==> src/rtl/seg7_scan_ctrl_if.sv <==
// seg7_scan_ctrl_if: host write port and display scan outputs of seg7_scan_ctrl.
interface seg7_scan_ctrl_if #(parameter int DIGITS = 4);
   localparam int AW = $clog2(DIGITS);
   logic en, wr_en, wr_val, frame_done;
   logic [AW-1:0] wr_addr, scan_idx;
   logic [2:0] wr_data;
   logic [7:0] code;
   logic [DIGITS-1:0] an_n;
   modport master (output en, wr_en, wr_addr, wr_val, wr_data, input code, an_n, scan_idx, frame_done);
   modport slave (input en, wr_en, wr_addr, wr_val, wr_data, output code, an_n, scan_idx, frame_done);
endinterface

==> src/rtl/seg7_scan_ctrl.sv <==
// seg7_scan_ctrl: multiplexed 7-segment scan with per-digit buffer, slot blanking and frame pulse.
module seg7_scan_ctrl #(
   parameter int DIGITS = 4,
   parameter int PRESCALE = 50000,
   parameter int BLANK_CYCLES = 16
) (
   input logic clk,
   input logic rst_n,
   seg7_scan_ctrl_if.slave bus
);
   localparam int AW = $clog2(DIGITS);
   localparam int CW = $clog2(PRESCALE);
   typedef enum logic [1:0] {IDLE, BLANK, SHOW} state_t;
   state_t state;
   logic [CW-1:0] cnt;
   logic [3:0] mem [DIGITS];
   logic [AW-1:0] nxt_idx;
   logic [7:0] lat;
   // The entry for the next slot is read before this edge's write lands, so a same-edge write waits a frame.
   always_comb begin
      nxt_idx = (state == IDLE || bus.scan_idx == AW'(DIGITS - 1)) ? '0 : bus.scan_idx + AW'(1);
      lat = mem[nxt_idx][3] ? 8'b1 << mem[nxt_idx][2:0] : 8'h00;
   end
   always_ff @(posedge clk or negedge rst_n)
      if (!rst_n)
         for (int i = 0; i < DIGITS; i++) mem[i] <= '0;
      else if (bus.wr_en && {1'b0, bus.wr_addr} < (AW + 1)'(DIGITS))
         mem[bus.wr_addr] <= {bus.wr_val, bus.wr_data};
   always_ff @(posedge clk or negedge rst_n)
      if (!rst_n) begin
         state <= IDLE;
         cnt <= '0;
         bus.code <= '0;
         bus.an_n <= '1;
         bus.scan_idx <= '0;
         bus.frame_done <= 1'b0;
      end else if (!bus.en) begin
         state <= IDLE;
         cnt <= '0;
         bus.code <= '0;
         bus.an_n <= '1;
         bus.scan_idx <= '0;
         bus.frame_done <= 1'b0;
      end else begin
         bus.frame_done <= 1'b0;
         case (state)
            IDLE: begin
               state <= BLANK;
               cnt <= '0;
               bus.scan_idx <= '0;
               bus.code <= lat;
            end
            BLANK: begin
               cnt <= cnt + CW'(1);
               if (cnt == CW'(BLANK_CYCLES - 1)) begin
                  state <= SHOW;
                  bus.an_n <= ~(DIGITS'(1) << bus.scan_idx);
               end
            end
            default:
               if (cnt == CW'(PRESCALE - 1)) begin
                  state <= BLANK;
                  cnt <= '0;
                  bus.an_n <= '1;
                  bus.scan_idx <= nxt_idx;
                  bus.code <= lat;
                  bus.frame_done <= bus.scan_idx == AW'(DIGITS - 1);
               end else
                  cnt <= cnt + CW'(1);
         endcase
      end
endmodule

==> src/flat_wrapper.sv <==
// flat-port wrapper written by rule: the top's interface ports become plain ports
module seg7_scan_ctrl_flat 
#(
   parameter int DIGITS = 4,
   parameter int PRESCALE = 50000,
   parameter int BLANK_CYCLES = 16
)
  (clk, rst_n, bus_en, bus_wr_en, bus_wr_addr, bus_wr_val, bus_wr_data, bus_code, bus_an_n, bus_scan_idx, bus_frame_done);
  seg7_scan_ctrl_if #(.DIGITS(DIGITS)) bus_i ();
  input logic clk;
  input logic rst_n;
  input wire logic [$bits(bus_i.en)-1:0] bus_en;
  input wire logic [$bits(bus_i.wr_en)-1:0] bus_wr_en;
  input wire logic [$bits(bus_i.wr_addr)-1:0] bus_wr_addr;
  input wire logic [$bits(bus_i.wr_val)-1:0] bus_wr_val;
  input wire logic [$bits(bus_i.wr_data)-1:0] bus_wr_data;
  output wire logic [$bits(bus_i.code)-1:0] bus_code;
  output wire logic [$bits(bus_i.an_n)-1:0] bus_an_n;
  output wire logic [$bits(bus_i.scan_idx)-1:0] bus_scan_idx;
  output wire logic [$bits(bus_i.frame_done)-1:0] bus_frame_done;
  assign bus_i.en = bus_en;
  assign bus_i.wr_en = bus_wr_en;
  assign bus_i.wr_addr = bus_wr_addr;
  assign bus_i.wr_val = bus_wr_val;
  assign bus_i.wr_data = bus_wr_data;
  assign bus_code = bus_i.code;
  assign bus_an_n = bus_i.an_n;
  assign bus_scan_idx = bus_i.scan_idx;
  assign bus_frame_done = bus_i.frame_done;
  seg7_scan_ctrl #(.DIGITS(DIGITS), .PRESCALE(PRESCALE), .BLANK_CYCLES(BLANK_CYCLES)) u_core (.clk(clk), .rst_n(rst_n), .bus(bus_i));
endmodule
==> config.mk <==
export PLATFORM = sky130hd
export DESIGN_NAME = seg7_scan_ctrl_flat
export DESIGN_NICKNAME = d
export VERILOG_FILES = /design/src/rtl/seg7_scan_ctrl_if.sv /design/src/rtl/seg7_scan_ctrl.sv /design/src/flat_wrapper.sv
export SDC_FILE = /design/constraint.sdc
export NUM_CORES = 1
export LEC_CHECK = 0
export BUFFER_PORTS_ARGS = -buffer_cell sky130_fd_sc_hd__buf_2
export CAP_MARGIN = 20
export CORE_UTILIZATION = 40
export DETAILED_ROUTE_END_ITERATION = 8
export SETUP_SLACK_MARGIN = 0.15
export SYNTH_ARGS = -nofsm -noshare
export SYNTH_HDL_FRONTEND = slang
export SYNTH_SLANG_ARGS = --single-unit
==> constraint.sdc <==
create_clock -name clk -period 2.9 [get_ports clk]
set_clock_uncertainty 0.05 [all_clocks]
set_input_delay 0 -clock clk [delete_from_list [all_inputs] [get_ports clk]]
set_output_delay 0 -clock clk [all_outputs]
set_load 0.005 [all_outputs]
==> run summary <==
vias in the first global route - 1778
crit path from - u_core.cnt[11]
Max-slew headroom - 0.4981
fin crit period - 2.202 ns
CTS clock-pin slew for the worst setup and hold paths - 0.11 ns
RSZ-0062 raised after global routing - false
final slew viol count - 0
clk_lat worst skew - 0.31 ns
Post-Place Cell Area - 2679 um^2
vias - 1811
status - complete, no violations
Power Total - 1.547 mW
Startpoint Class - flop
largest net degree at the start of global routing - 30
Post-synth EDFFs - 0
effective utilization at floorplan - 0.4157
syn nets - 249
Final Hold Vio Count - 0
most common flop cell mapped by yosys - dfrtp_1
ys async rst share - 1.000
Routed WL per cell - 14.03 um
die area - 6471 um^2
final non-filler cell total - 346
endpoint class of the critical path - flop
Mapped Cells - 234
depth of the worst register-to-register path - 5
global route overflow - 0
worst slew pin tran - 0.7513 ns
CTS Root Cell - clkbuf_8
Critical Path RT - 3.08 ns
port bufs - 24
Min Hold Slack - 0.1091 ns
Synth area leaders - dfrtp_1, mux2_2, nor2_1
Inserted Clock Buffers - 5
Cell Pwr Density - 542.2 nW/um^2
Antenna Cells - 0
crit-path max FO - 4
FILL cells - 542
post-route ant nets - 0
Mapped Area - 2461 um^2
CP cell instances - or4_4, nor4_4, nand2_2, a31oi_4, mux2_1
Core ar. - 5921 um^2
critical path class - reg2reg
final setup violation count - 0
area of the multi-input gates - 1192 um^2
VDD IR max - 0.0003091 V
DRC - 0
Max clock buf depth - 2
NumNets Final - 285
First-pass DRT Iterations - 4
Crit-path slowest cell - or4_4
post-synth top area share - 0.4575
Fmax - 454.1 MHz
register area share after synthesis - 0.5003
routability congestion estimate - 0.7721
PostCTS Resize Cnt - 0
Syn. warnings - 0
CP arrival - 2.38 ns
sum of negative setup slack - 0 ns
placed instance count - 332
CTS HTree Levels - 2
Post-CTS Setup Bufs - 0
setup slack, reg-to-reg - 0.70 ns
vias per std cell - 5.234
Crit Reg-Reg Endpoint - u_core.bus.an_n[0]
area leader, netlist - dfrtp_1
DP Wirelength - 3576 um
die height - 80.44 um
largest delay contributor family on the critical path - simple AND/OR/NAND/NOR gates
Period Utilization, post-route - 0.7593
#FFs+latches synth - 49
CTS tree - built
share of cells above drive strength 1 - 0.2362
Hold WC Path Type - in2async
Tot GR Track Use - 0.1695
Leak - 1.205 nW
synthesized area per cell - 10.52 um^2
RR Startpoint - u_core.cnt[11]
area grow syn2layout - 15.96%
die width - 80.44 um
WL final - 4854 um
DRT iter0 DRCs - 65
Std-Cell Rows - 28
total clock sinks - 49
max incr delay on CP - 0.58 ns
Crit path buffers/inverters - 0
IO Count - 25
flip-flop and latch area - 1231 um^2
post-synth cell types - 50
design area - 2854 um^2
initial antenna violation count - 0
Max-cap violations - 0
first-pass GRT wire length - 8480 um
[registers in the layout, summed over array words and instances, names as in the netlist]
register               count
u_core.bus.an_n            4
u_core.bus.code            8
u_core.bus.frame_done      1
u_core.bus.scan_idx        2
u_core.cnt                16
u_core.mem                16
u_core.state               2
[what timing repair did]
action                                  4_1_cts  5_1_grt
hold endpoints to repair                     38        0
endpoints found under the setup margin        0        0
hold buffers                                  6        0
[final cells by class]
cell class | count | area share
inverter | 5 | 0.006576
timing repair buffer | 33 | 0.07102
multi-input combinational | 176 | 0.4178
sequential | 49 | 0.4314
tap | 75 | 0.03288
clock buffer | 5 | 0.02411
clock inverter | 3 | 0.01622
[per-layer routing]
| layer | global-route usage | routed length, um | vias up |
|---|---|---|---|
| met2 | 0.2873 | 2437 | 24 |
| met3 | 0.03409 | 122 | 2 |
| li1 | - | - | 894 |
| met1 | 0.2197 | 2268 | 891 |
| met4 | 0.04286 | 26 | 0 |
| met5 | 0 | 0 | - |
[Yosys cell counts (5+ instances only)]
cell     number
dfrtp_1      45
ha_1          5
inv_1         5
mux2_2       17
nand2_1      27
nand3_1       6
nand4_1       5
nor2_1       32
o21ai_0       9
xnor2_1       6
xor2_1        8
[power by group]
part           switching (mW)  internal, mW
clock network           0.236         0.258
registers              0.0449         0.742
logic                   0.139         0.127
[worst max-delay path by stage]
stage,end,slack [ns],depth (start not counted)
after global routing,u_core.bus.code[5],0.55,5
after global placement,u_core.bus.an_n[1],0.74,5
after detailed placement,u_core.bus.an_n[0],0.71,5
after floorplan,u_core.bus.code[0],0.55,7
after CTS,u_core.bus.an_n[0],0.68,5
final,u_core.bus.an_n[0],0.70,5
[metrics by stage]
stage          worst slack (ns)    util
5_1_grt                  0.5501  0.4820
3_5_place_dp             0.7068  0.4525
2_1_floorplan            0.5488       -
3_3_place_gp             0.7401  0.4525
4_1_cts                  0.6788  0.4820
6_report                 0.6979  0.4820
[cell usage in the layout (no fill, tap or decap), types with 2 or more instances in the layout]
master,count
nand2_2,2
inv_1,5
nand3_1,6
dfrtp_1,45
and2_1,2
buf_2,24
nand4_1,5
buf_4,3
a21oi_1,2
nor2_1,32
nor4b_1,2
ha_1,5
mux2_1,4
a32oi_1,2
and3_1,3
or3_1,2
o31ai_1,2
dfstp_2,4
xnor2_1,6
o21ai_0,9
o21ai_1,4
nand2b_1,4
nor3_1,3
nor2b_1,3
mux2i_1,2
nand2_1,27
clkbuf_8,5
mux2_2,17
dlygate4sd3_1,6
nand3b_1,3
xor2_1,8
[logic make-up (layout without fill, tap and decap cells)]
| family | count (synthesis) | count (layout) | share of synthesized area |
|---|---|---|---|
| and+or+nand+nor | 100 | 100 | 0.2034 |
| DFF | 49 | 49 | 0.5003 |
| AOI/OAI and AO/OA | 34 | 34 | 0.1017 |
| muxes | 23 | 23 | 0.1042 |
| xor gates and xnor gates | 14 | 14 | 0.04982 |
| buffers and inverters | 9 | 46 | 0.01525 |
| adders and majority gates | 5 | 5 | 0.02542 |
Note: power is estimated with default switching activity, not from simulation.
